$ cat config.mk
export PLATFORM = sky130hd
export DESIGN_NAME = bconv3x3_engine
export DESIGN_NICKNAME = d
export VERILOG_FILES = /design/src/rtl/bconv3x3_engine.sv
export SDC_FILE = /design/constraint.sdc
export NUM_CORES = 1
export LEC_CHECK = 0
export ABC_AREA = 1
export ABC_CLOCK_PERIOD_IN_PS = 5900
export CORE_ASPECT_RATIO = 1.2
export CORE_UTILIZATION = 55
export CTS_CLUSTER_SIZE = 25
export DETAILED_ROUTE_END_ITERATION = 12
export HOLD_SLACK_MARGIN = 0.08
export PLACE_DENSITY = 0.72
export SYNTH_ARGS = -nofsm -noshare
export SYNTH_HDL_FRONTEND = slang
export SYNTH_SLANG_ARGS = --single-unit
$ cat constraint.sdc
create_clock -name clk -period 5.9 [get_ports clk]
set_input_delay 1.18 -clock clk [delete_from_list [all_inputs] [get_ports clk]]
set_output_delay 1.18 -clock clk [all_outputs]
set_load 0.05 [all_outputs]
$ cat src/rtl/bconv3x3_engine.sv
// Binary 3x3 convolution engine: loads nine +/-1 weights serially, then streams a
// binary frame in raster order and emits one signed XNOR-popcount result per full window.
module bconv3x3_engine #(
   parameter int unsigned IMG_W = 28,
   parameter int unsigned IMG_H = 28
) (
   input  logic       clk,
   input  logic       rstn,
   input  logic       weight_en,
   input  logic       weight_din,
   input  logic       start,
   input  logic       din,
   output logic [4:0] result,
   output logic       result_valid,
   output logic       done
);

   localparam int unsigned CW = $clog2(IMG_W);
   localparam int unsigned RW = $clog2(IMG_H);
   localparam logic [CW-1:0] COL_LAST = CW'(IMG_W - 1);
   localparam logic [RW-1:0] ROW_LAST = RW'(IMG_H - 1);

   typedef enum logic [2:0] {
      StIdle,
      StLoad,
      StReady,
      StRun,
      StFlush,
      StDone
   } state_e;

   state_e           r_state;
   state_e           w_state_nxt;

   logic [8:0]       r_w;
   logic [3:0]       r_wcnt;
   logic [CW-1:0]    r_col;
   logic [RW-1:0]    r_row;
   logic [IMG_W-1:0] r_lb1;   // row r-1
   logic [IMG_W-1:0] r_lb2;   // row r-2
   logic [8:0]       r_win;   // [8] = top-left, [0] = bottom-right
   logic [4:0]       r_result;
   logic             r_result_valid;

   logic             w_wt_acc;
   logic             w_px_acc;
   logic             w_last_px;
   logic             w_win_ok;
   logic [8:0]       w_win_nxt;
   logic [3:0]       w_pc;
   logic [4:0]       w_res;

   assign w_wt_acc  = weight_en && (r_state inside {StIdle, StLoad, StDone});
   assign w_px_acc  = start && !weight_en && (r_state inside {StReady, StRun});
   assign w_last_px = (r_row == ROW_LAST) && (r_col == COL_LAST);
   assign w_win_ok  = (r_row >= RW'(2)) && (r_col >= CW'(2));

   // Window after this accept: each row shifts left, new column comes from the line buffers.
   assign w_win_nxt = {r_win[7:6], r_lb2[r_col],
                       r_win[4:3], r_lb1[r_col],
                       r_win[1:0], din};

   // Count matching (XNOR) bits between the incoming window and the weights.
   always_comb begin
      w_pc = '0;
      for (int i = 0; i < 9; i++) begin
         w_pc = w_pc + {3'b000, ~(w_win_nxt[i] ^ r_w[i])};
      end
   end

   // 2*matches - 9, wrapped to 5-bit two's complement.
   assign w_res = {w_pc, 1'b0} - 5'd9;

   // State register.
   always_ff @(posedge clk or negedge rstn) begin
      if (!rstn) begin
         r_state <= StIdle;
      end else begin
         r_state <= w_state_nxt;
      end
   end

   // Next-state logic.
   always_comb begin
      w_state_nxt = r_state;
      unique case (r_state)
         StIdle:  if (weight_en) w_state_nxt = StLoad;
         StLoad:  if (weight_en && (r_wcnt == 4'd8)) w_state_nxt = StReady;
         StReady: if (w_px_acc) w_state_nxt = StRun;
         StRun:   if (w_px_acc && w_last_px) w_state_nxt = StFlush;
         StFlush: w_state_nxt = StDone;
         StDone:  if (weight_en) w_state_nxt = StLoad;
         default: w_state_nxt = StIdle;
      endcase
   end

   // Serial weight load; the bit arriving in IDLE/DONE is weight bit 0.
   always_ff @(posedge clk or negedge rstn) begin
      if (!rstn) begin
         r_w    <= '0;
         r_wcnt <= '0;
      end else if (w_wt_acc) begin
         r_w <= {r_w[7:0], weight_din};
         if (r_state == StLoad) begin
            r_wcnt <= (r_wcnt == 4'd8) ? 4'd0 : r_wcnt + 4'd1;
         end else begin
            r_wcnt <= 4'd1;
         end
      end
   end

   // Pixel position, line buffers and window advance only on accepted pixels.
   always_ff @(posedge clk or negedge rstn) begin
      if (!rstn) begin
         r_col <= '0;
         r_row <= '0;
         r_lb1 <= '0;
         r_lb2 <= '0;
         r_win <= '0;
      end else if ((r_state == StDone) && weight_en) begin
         r_col <= '0;
         r_row <= '0;
      end else if (w_px_acc) begin
         r_win        <= w_win_nxt;
         r_lb2[r_col] <= r_lb1[r_col];
         r_lb1[r_col] <= din;
         if (r_col == COL_LAST) begin
            r_col <= '0;
            r_row <= (r_row == ROW_LAST) ? '0 : r_row + RW'(1);
         end else begin
            r_col <= r_col + CW'(1);
         end
      end
   end

   // Registered result; value holds while no new window completes.
   always_ff @(posedge clk or negedge rstn) begin
      if (!rstn) begin
         r_result       <= '0;
         r_result_valid <= 1'b0;
      end else begin
         r_result_valid <= 1'b0;
         if (w_px_acc && w_win_ok) begin
            r_result       <= w_res;
            r_result_valid <= 1'b1;
         end
      end
   end

   assign result       = r_result;
   assign result_valid = r_result_valid;
   assign done         = (r_state == StDone);

endmodule

==> results of run 1 <==
[cells by family after synthesis]
group	count (synthesis)	share of synthesized area
adder cells (fa/ha/maj)	16	0.04428
AND/OR/NAND/NOR	372	0.3067
AO/OA/AOI/OAI	85	0.08180
flip-flops	94	0.4381
buffers and inverters	127	0.1095
XOR/XNOR	12	0.01958
[final timing paths]
kind	startpoint	end	slack, ps	cells after the start
hold reg to reg	result[0]	result[0]	470	1
hold / removal	result[0]	result[0]	470	1
max in group asynchronous	rstn	r_lb1[0]	4010	2
setup / recovery	r_col[0]	result[3]	1010	23
setup reg to reg	r_col[0]	result[3]	1010	23
min in group asynchronous	rstn	r_lb1[9]	830	1
[power by group through the flow]
stage | combinational, mW | clock, mW | sequential, mW
global route | 2.39 | 0.593 | 0.988
finish | 2.09 | 0.562 | 0.966
CTS | 2.12 | 0.569 | 0.967
global placement | 1.99 | 0 | 0.966
detailed placement | 2.11 | 0 | 0.977
floorplan | 1.70 | 0 | 0.986
[cells in the mapped netlist]
master	number	area (µm²)
xnor2_1	7	61.31
o21ai_1	8	40.04
buf_2	7	35.03
fa_1	5	100.1
a21oi_1	8	40.04
nand2_1	220	825.8
nor2_4	1	11.26
nor4_1	1	6.260
buf_4	2	15.01
nand3_1	35	175.2
o21ai_0	64	320.3
dfrtp_1	94	2352
nand3_4	1	17.52
nor3_1	3	15.01
o22ai_1	1	6.260
a31oi_1	1	6.260
xor2_1	5	43.79
nand3_2	3	30.03
o31ai_1	1	7.510
inv_1	95	356.6
buf_12	2	40.04
ha_1	11	137.6
nand2_2	47	294.0
clkbuf_1	4	15.01
o21bai_1	1	7.510
inv_8	1	11.26
inv_2	8	30.03
o21bai_2	1	11.26
inv_4	1	6.260
nand4_1	3	18.77
buf_6	7	78.83
or2_2	1	6.260
nor2_1	44	165.2
nor2_2	13	81.33
[through the flow]
| step | worst slack, ps | utilization | total power, mW | hold slack [ps] | instance area, µm² |
|---|---|---|---|---|---|
| global route | 721.7 | 0.6089 | 3.967 | 495.6 | 5794 |
| detailed placement | 824.3 | 0.5787 | 3.089 | 462.8 | 5507 |
| global placement | 910.1 | 0.5787 | 2.961 | 452.7 | 5507 |
| floorplan | 1253 | - | 2.683 | 448.9 | 5369 |
| finish | 1010 | 0.6089 | 3.622 | 468.7 | 5794 |
| CTS | 956.3 | 0.6089 | 3.655 | 475.0 | 5794 |
[per-layer routing]
layer | GRT usage | vias up | part of all wire
li1 | - | 2166 | -
met1 | 0.3189 | 1981 | 0.45
met2 | 0.4302 | 72 | 0.50
met3 | 0.02812 | 19 | 0.031
met4 | 0.1295 | 0 | 0.023
met5 | 0 | - | 0
[worst reg2reg max path, delay by kind of cell, from the launching register on]
kind / cells / cell delay [ps]
adder cells (fa/ha/maj): 6 / 2620
AO/OA/AOI/OAI: 1 / 130
AND/OR/NAND/NOR: 9 / 580
buffers and inverters: 6 / 650
flip-flops: 1 / 660
XOR/XNOR: 1 / 150
[flip-flops by register name, summed over array words and instances (netlist names)]
register	flops
r_wcnt	4
r_col	5
r_w	9
r_row	5
r_lb2	28
r_win	6
result	5
r_lb1	28
result_valid	1
r_state	3
[layout make-up]
cell class                 instances  area share
tap                              123     0.02656
multi-input combinational        485      0.4191
timing repair buffer              17     0.02894
inverter                         105     0.06975
clock inverter                     3    0.003023
sequential                        94      0.4060
clock buffer                      13     0.04664
==> flow_summary.toml, run 1 <==
[status]
outcome = "complete, no violations"

[timing]
hold_violations = 0
fin_crit_sh = 0.8288
slew_headroom = 0.5724
max_slew.worst_pin.slew_ps = 641.4
max_freq_ghz = 0.2045
rsz0062_at_grt = "false"
tns_ps = 0
min_period_ps = 4890
drv_slew = 0
setup_viol = 0
skew_ps = 5.082

[final_layout]
multi_input_area_um2 = 2429
final_cell_mix = "nand2_1, inv_1, dfrtp_1"
fillers = 896
layout_commonest_cell = "nand2_1"
seq_area_um2 = 2352
num_antenna_cells = 0
final_layout_size_suffix_gt1_frac = 0.1367
fin_cells = 840
final_net_count = 734
area_growth_pct = 7.924

[synth]
syn_avg_cell_area_um2 = 7.605
yosysWarnings = 0
synth.distinct_cells = 34
synth_area_um2 = 5369
ys_seq_area_frac = 0.4381
syn-instance-count = 706
ys_ff_latch = 94
synth_nets = 728

[clocking]
clock-sinks = 94
clkTransAtPathRegs_ps = 60
cts_hold_buf = 0
postCtsSetupRepairBufs = 0
clk_path_buf_depth = 2
cts_max_level = 3
cts_tree = "done"
root_buffer = "clkbuf_16"
numCtsBuffers = 9
clock_latency_ps = 350
cts_resized = 0

[critical_path]
cpMaxStageDelayCell = "dfrtp_1"
cp.buffers_inverters = 6
endpoint_kind = "flip-flop"
path_cells = "buf_12, inv_8, nand2_1, nand2_1, nand2_1, nand2_1, nand2_1, nand2_1, inv_1, nand3_4, nand2_2, nand2_1, fa_1, inv_1, fa_1, inv_1, fa_1, fa_1, inv_1, fa_1, ha_1, xor2_1, o21ai_1"
path_delay_family = "adder cells"
cp.arrival_ps = 5170
cpPeakStageDelay_ps = 660
path_common_cell = "nand2_1"
path_class = "reg2reg"
worstPathMaxFanout = 29
cp-start-kind = "flip-flop"
crit_required_ps = 6180

[drt]
viasPerCell = 5.045
drt_pass1_iterations = 5
drt_iter0_markers = 238
postRouteAntennaNets = 0
totalWireLength_um = 11410
wire_per_inst_um = 13.59
route.detailed.drc = 0
vias = 4238

[die]
die_x_um = 92.19
dieArea_um2 = 10160
fp-row-count = 39
die_h_um = 110.2
core_um2 = 9515
initial_core_util = 0.5642
ioPinCount = 13

[power]
pwr-share-comb = 0.578
cellPowerDensity_nw_per_um2 = 625.1
leakagePower_nw = 2.969
seq_power_share = 0.267
peakVddDrop_mv = 1.406
intPower_mw = 1.925
power_switching_mw = 1.697
power_frac_clock = 0.155
swShare = 0.4684

[global_routing]
grt_pass1_vias = 4358
grt_usage = 0.2520
grt_first_pass_wirelength_um = 19830
grt_antenna_before_repair = 0
overflow = 0
grt_max_degree = 52

[worst_hold_path]
hp-class = "reg2reg"

[placed_design]
dp_cells = 824
port_buffers = 12
hpwlAfterDp_um = 7726
globalplace.congestion = 0.8006

[flow_run]
drv_cap = 0
(Power assumes the default switching activity.)
==> run 2: changes to the inputs <==
ABC_CLOCK_PERIOD_IN_PS = 5050   (was 5900)
clock period = 5.05 ns   (was 5.9 ns; I/O delays follow)
==> run 2 against run 1 <==
  * Die area did not move
  * Final cell count is 0.12% higher
  * Non-clock buffer count up 1
  * Sequential cell count stayed put
  * Maximum frequency grew 4.8%
  * Worst hold slack improved by 8.3 ps
  * Sequential power rose by 15%
  * Sequential share of layout area grew 0.070 points
  * Via count rose by 3.1%
  * Critical path type unchanged
==> flow_summary.toml, run 2 (same netlist as run 1, synthesis figures left out) <==
[placed_design]
port_buffers = 12
hpwlAfterDp_um = 7710
globalplace.congestion = 0.8138

[clocking]
root_buffer = "clkbuf_16"
postCtsSetupRepairBufs = 0
clk_path_buf_depth = 2
clock_latency_ps = 350
cts_hold_buf = 0
cts_resized = 0
cts_tree = "done"
clkTransAtPathRegs_ps = 60
clock-sinks = 94
cts_max_level = 3
numCtsBuffers = 9

[final_layout]
num_antenna_cells = 0
layout_commonest_cell = "nand2_1"
final_cell_mix = "nand2_1, inv_1, dfrtp_1"
final_net_count = 735
reg_top3 = "r_lb1: 28 flops, r_lb2: 28 flops, r_w: 9 flops"
fillers = 903
area_growth_pct = 7.737
final_layout_size_suffix_gt1_frac = 0.1365

[flow_run]
drv_cap = 0

[die]
die_x_um = 92.19
core_um2 = 9515
ioPinCount = 13
fp-row-count = 39
initial_core_util = 0.5642
dieArea_um2 = 10160
die_h_um = 110.2

[drt]
drt_iter0_markers = 268
drt_pass1_iterations = 5
wire_per_inst_um = 13.52
totalWireLength_um = 11370
viasPerCell = 5.194
postRouteAntennaNets = 0
vias = 4368
route.detailed.drc = 0

[global_routing]
grtUsageMet1 = 0.2946
grt_usage = 0.2443
use_met2 = 0.4291
grt_max_degree = 55
overflow = 0
grt_first_pass_wirelength_um = 19110
grt_pass1_vias = 4179
grt_antenna_before_repair = 0
grt.busiest_layer = "met2"
globalRouteMet3Util = 0.02401

[power]
leakagePower_nw = 2.971
power_mw = 4.285
peakVddDrop_mv = 1.755
cellPowerDensity_nw_per_um2 = 740.8

[critical_path]
worstPathMaxFanout = 29
cp.buffers_inverters = 5
path_delay_family = "adder cells"
endpoint_kind = "flip-flop"
crit_required_ps = 5330
path_class = "reg2reg"
path_cells = "buf_4, inv_8, nand2_1, nand3_1, nand2_1, nand2_2, nand2_2, nor2_4, nand3_4, nand2_2, nand2_1, fa_1, inv_1, fa_1, inv_1, fa_1, fa_1, inv_1, fa_1, ha_1, xor2_1, o21ai_1"
cp-start-kind = "flip-flop"
cpPeakStageDelay_ps = 530
path_common_cell = "fa_1"
cpMaxStageDelayCell = "fa_1"
cp.arrival_ps = 4940

[timing]
hold_violations = 0
rsz0062_at_grt = "false"
skew_ps = 6.304
tns_ps = 0
setup_viol = 0
min_period_ps = 4666
slew_headroom = 0.5328
fin_crit_sh = 0.9240
max_freq_ghz = 0.2143
max_slew.worst_pin.slew_ps = 700.8
drv_slew = 0

[status]
outcome = "complete, no violations"

[worst_hold_path]
hp-class = "reg2reg"
run 2: changes by cell type in the layout (fill, tap and decap cells not counted), sizes merged:
cell      before  now
bufinv         0    1
clkinv         2    4
buf            6    7
clkbuf        13   11
clkinvlp       1    0
run 2: layer usage:
| metal | wire length (µm) | part of all wire |
|---|---|---|
| met1 | 4936 | 0.43 |
| met2 | 5699 | 0.50 |
| met3 | 290 | 0.026 |
| met4 | 441 | 0.039 |
| met5 | 0 | 0 |
run 2: layout make-up:
class	instances	area, µm²	area share
inverter	105	404.1	0.06987
clock buffer	11	232.7	0.04023
sequential	94	2352	0.4067
tap	123	153.9	0.02661
clock inverter	5	50.05	0.008652
multi-input combinational	485	2429	0.4199
timing repair buffer	18	162.7	0.02812
run 2: power by group:
| group | switching, mW | internal (mW) | total, mW |
|---|---|---|---|
| Combinational | 1.59 | 0.924 | 2.51 |
| Clock | 0.283 | 0.381 | 0.663 |
| Sequential | 0.142 | 0.969 | 1.11 |
| Total | 2.01 | 2.27 | 4.28 |
run 2: worst paths after layout:
check | endpoint | start | depth (start not counted) | slack, ps
min in group asynchronous | r_lb2[13] | rstn | 1 | 720
hold / removal | result[0] | result[0] | 1 | 480
hold reg to reg | result[0] | result[0] | 1 | 480
max in group asynchronous | r_w[7] | rstn | 2 | 3320
setup reg to reg | result[3] | r_col[0] | 22 | 380
setup / recovery | result[3] | r_col[0] | 22 | 380
run 2: stage by stage:
stage / area [µm²] / hold slack, ps / worst slack [ps] / instances / utilization
2_1_floorplan: 5369 / 448.9 / 572.9 / 706 / -
3_3_place_gp: 5502 / 453.9 / 249.5 / 825 / 0.5782
3_5_place_dp: 5502 / 467.6 / 182.0 / 825 / 0.5782
4_1_cts: 5784 / 484.1 / 365.4 / 841 / 0.6079
5_1_grt: 5784 / 501.2 / 183.0 / 841 / 0.6079
6_report: 5784 / 477.0 / 383.7 / 841 / 0.6079
==> variant 1 (flow settings as in run 2) <==
One comparison of `r_wcnt` changes from == to >=.
--- a/src/rtl/bconv3x3_engine.sv
+++ b/src/rtl/bconv3x3_engine.sv
@@ -85,7 +85,7 @@
       w_state_nxt = r_state;
       unique case (r_state)
          StIdle:  if (weight_en) w_state_nxt = StLoad;
-         StLoad:  if (weight_en && (r_wcnt == 4'd8)) w_state_nxt = StReady;
+         StLoad:  if (weight_en && (r_wcnt >= 4'd8)) w_state_nxt = StReady;
          StReady: if (w_px_acc) w_state_nxt = StRun;
          StRun:   if (w_px_acc && w_last_px) w_state_nxt = StFlush;
          StFlush: w_state_nxt = StDone;
Check against the original RTL: same outputs for any inputs over 10 cycles, from zero or initial values and one cycle with rstn low; that may be too few to reach the edited logic, so the function may still have changed.
==> variant 1 against run 2 <==
  * Wire length shrank 1.9%
  * Total power down 10%
  * Setup slack got worse by 0.044 ns
  * Synthesized area is 5.1% lower
  * Sequential cell count did not move
  * Cell area shrank 4.0%
  * Clock skew barely moved
  * Global-route usage increased by 1.2 points
  * Critical path type unchanged
  * Highest routed layer unchanged
==> variant 1: results (changes against run 2) <==
CTS
  • Clock root cell: sky130_fd_sc_hd__clkbuf_8
  • Worst-path clk slew: 0.09 ns (+0.03 ns)

GRT
  • GRT Resource Usage Total: 25.64% (+1.2 points)
  • Met3 Use GR: 4.732% (+2.3 points)
  • Global-route track usage on met1: 30.72% (+1.3 points)
  • Largest net degree at the start of global routing: 59 (+7.3%)

Route
  • Via count of the routed design: 4274 (-2.2%)
  • Wire length on met1: 4734 um (-4.1%)
  • Length of routed met3 wiring: 468 um (+61%)
  • Iteration-0 DRC count of the detailed router: 276 (+3.0%)

STA
  • Headroom to the max-slew limit: 52.33% (-0.95 points)
  • Hold WS: 0.4875 ns (+0.01052 ns)
  • Setup Skew: 0.006631 ns (+0.0003266 ns)

Place
  • RePlAce Congestion: 0.8887 (+9.2%)
  • Post-detail-place hpwl: 7782 um (+0.92%)
  • Place WS: 0.1024 ns (-0.07959 ns)
  • Total placed instance area: 0.005330 mm2 (-3.1%)

Worst hold path
  • Depth of the worst hold-timing path: 2 (+1)
  • End of the worst hold path: r_lb2[16]
  • Startpoint of the most critical hold path: r_lb2[16]

Setup path
  • Data arrival at the endpoint of the critical path: 4.99 ns (+0.05 ns)

Synth
  • Total nets after synthesis: 711 (-2.3%)
  • Post-synthesis cell count: 689 (-2.4%)
  • Register area share after synthesis: 46.18% (+2.4 points)

Power and ir drop
  • Leakage component of the power: 2.898 nW (-2.4%)

Status
  • Run status: complete, no violations

Finish
  • Fraction of layout instances using a drive strength above 1: 6.215% (-7.4 points)
[variant 1: changes by cell type in the layout (fill, tap and decap cells not counted), moves of 3 or more]
cell / change
sky130_fd_sc_hd__clkinv_2: -3
sky130_fd_sc_hd__buf_4: +5
sky130_fd_sc_hd__nand2_2: -40
sky130_fd_sc_hd__nor3_1: +3
sky130_fd_sc_hd__nor2_1: +10
sky130_fd_sc_hd__nand3_2: -3
sky130_fd_sc_hd__nand2_1: +44
sky130_fd_sc_hd__clkbuf_8: +9
sky130_fd_sc_hd__clkbuf_16: -9
sky130_fd_sc_hd__o21ai_1: -7
sky130_fd_sc_hd__inv_1: -6
sky130_fd_sc_hd__a21oi_1: +3
sky130_fd_sc_hd__inv_2: -5
sky130_fd_sc_hd__nor2_2: -13
[variant 1: where the power goes]
group | total (W) | leakage (nW) | switching [W] | internal, W
sequential | 0.00113 | 1.21 | 0.000163 | 0.000967
combinational | 0.00217 | 1.58 | 0.00133 | 0.000840
clock | 0.000551 | 0.106 | 0.000271 | 0.000281
total | 0.00385 | 2.90 | 0.00176 | 0.00209
[variant 1: how the worst max path moves through the flow]
| stage | startpoint | endpoint | slack (ns) | cells past startpoint |
|---|---|---|---|---|
| CTS | r_col[0] | result[3] | 0.31 | 22 |
| finish | r_col[0] | result[3] | 0.34 | 22 |
| detailed placement | din | result[3] | 0.10 | 13 |
| floorplan | din | result[3] | 0.49 | 13 |
| global route | r_col[0] | result[3] | 0.03 | 22 |
| global placement | din | result[3] | 0.18 | 13 |
[variant 1: cell type report]
| cell class | instances | area, um2 |
|---|---|---|
| clock inverter | 7 | 97.59 |
| sequential | 94 | 2352 |
| clock buffer | 9 | 123.9 |
| timing repair buffer | 23 | 200.2 |
| inverter | 92 | 345.3 |
| multi-input combinational | 483 | 2282 |
| tap | 120 | 150.1 |
| fill | 858 | 3482 |
==> variant 2 (flow settings as in run 2) <==
Made on the original files. Change the parameter `IMG_H` from 28 to 56.
--- a/src/rtl/bconv3x3_engine.sv
+++ b/src/rtl/bconv3x3_engine.sv
@@ -2,7 +2,7 @@
 // binary frame in raster order and emits one signed XNOR-popcount result per full window.
 module bconv3x3_engine #(
    parameter int unsigned IMG_W = 28,
-   parameter int unsigned IMG_H = 28
+   parameter int unsigned IMG_H = 56
 ) (
    input  logic       clk,
    input  logic       rstn,
Formal check against the unedited RTL: same outputs for any inputs over 10 cycles, from zero or initial values and one cycle with rstn low; that may be too few to reach the edited logic, so the function may still have changed.
==> variant 2 against run 2 <==
  * Synthesized area shrank 2.1%
  * Sequential cell count grew 1
  * Critical path depth shrank 3
  * Cell area shrank 2.7%
  * Combinational power shrank 4%
  * Total power shrank 6.5%
  * Via count shrank 0.80%
  * Cell count grew 0.59%
  * Setup slack lost 0.070 ns
  * Wire length shrank 0.52%
  * Critical path type unchanged
  * Highest routed layer unchanged
==> variant 2: results (changes against run 2) <==
Place
  • RePlAce Congestion: 0.8321 (+2.2%)
  • Post-detail-place hpwl: 7788 um (+1.0%)
  • Place WS: 0.1237 ns (-0.05828 ns)
  • Total instance count after detailed placement: 830 (+0.61%)

Synth
  • Top post-synthesis cells by area: sky130_fd_sc_hd__dfrtp_1 45%, sky130_fd_sc_hd__nand2_1 18%, sky130_fd_sc_hd__inv_1 6.6%
  • Number of distinct standard cells referenced by the synthesized netlist: 31 (-8.8%)
  • Top cells by instance count after synthesis: 255 x sky130_fd_sc_hd__nand2_1, 95 x sky130_fd_sc_hd__dfrtp_1, 93 x sky130_fd_sc_hd__inv_1
  • Register area share after synthesis: 45.23% (+1.4 points)
  • Post-synthesis cell count: 709 (+0.42%)

CTS
  • Insertion delay to the later sink of the worst-skew pair: 0.37 ns (+0.02 ns)
  • Worst-path clk slew: 0.10 ns (+0.04 ns)

Status
  • Run status: complete, no violations

STA
  • Transition time at the pin with the least slew margin: 0.6513 ns (-0.04956 ns)
  • Final critical-path required period: 4.736 ns (+0.06978 ns)
  • Setup Skew: 0.01520 ns (+0.008894 ns)

GRT
  • Largest net degree at the start of global routing: 52 (-5.5%)
  • Via count of the first global-routing pass: 4238 (+1.4%)

Finish
  • Final net count: 743 (+1.1%)
  • Fraction of layout instances using a drive strength above 1: 8.264% (-5.4 points)
  • Number of multi-input combinational cells in the layout: 495 (+2.1%)
  • Sequential portion of the cell area: 42.24% (+1.6 points)
  • Count of non-CTS buffers in the layout: 20 (+2)
  • Clock network share of area: 3.201% (-1.7 points)
  • Fillcell total: 835 (-7.5%)
  • Share of cell area taken by multi-input logic gates: 41.97% (about the same)
  • Non-clock buffer share of cell area: 3.157% (+0.34 points)

Setup path
  • Crit-path max FO: 22 (-24%)
  • Data arrival at the endpoint of the critical path: 5.03 ns (+0.09 ns)
  • Worst R2R Path Depth: 19 (-14%)

Route
  • Iteration-0 DRC count of the detailed router: 223 (-17%)

Power and ir drop
  • Maximum resistive drop on vdd: 0.5185 mV (-70%)
  • Power density of the placed cells: 712.1 mW/mm2 (-3.9%)
variant 2: cell count changes after synthesis, sizes merged, moves of 4 or more:
cell,before,now
nand3,39,28
inv,105,100
a21oi,8,15
nand2,267,263
nor2,58,77
variant 2: cells by family after synthesis:
family          after synthesis  synth area share (%)
compound gates               92                 9.070
xor+xnor                     10                 1.666
fa+ha+maj                    16                 4.523
buf+inv                     119                 9.831
flops                        95                 45.23
simple gates                377                 29.68
variant 2: critical path: stages (launching register included):
cell and delay (ns):
sky130_fd_sc_hd__dfrtp_1 0.42, sky130_fd_sc_hd__buf_4 0.28, sky130_fd_sc_hd__nor2_1 0.07, sky130_fd_sc_hd__nor2_1 0.08, sky130_fd_sc_hd__o21ai_1 0.07, sky130_fd_sc_hd__a21oi_1 0.27
sky130_fd_sc_hd__nor2_1 0.14, sky130_fd_sc_hd__nand3_1 0.11, sky130_fd_sc_hd__nand2_1 0.09, sky130_fd_sc_hd__fa_1 0.50, sky130_fd_sc_hd__inv_1 0.06, sky130_fd_sc_hd__fa_1 0.52
sky130_fd_sc_hd__inv_1 0.06, sky130_fd_sc_hd__fa_1 0.50, sky130_fd_sc_hd__fa_1 0.45, sky130_fd_sc_hd__inv_1 0.08, sky130_fd_sc_hd__fa_1 0.44, sky130_fd_sc_hd__ha_1 0.22
sky130_fd_sc_hd__xor2_1 0.16, sky130_fd_sc_hd__o21ai_0 0.15
variant 2: layer usage:
| metal | GRT usage (%) | share of wire (%) |
|---|---|---|
| met1 | 29.86 | 43 |
| met5 | 0 | 0 |
| met4 | 9.524 | 1.7 |
| met2 | 46.16 | 51 |
| met3 | 3.556 | 3.5 |
variant 2: what timing repair did:
action | 4_1_cts | 5_1_grt
endpoints found under the setup margin | 0 | 1
hold buffers | 0 | 0
resized for setup | 0 | 2
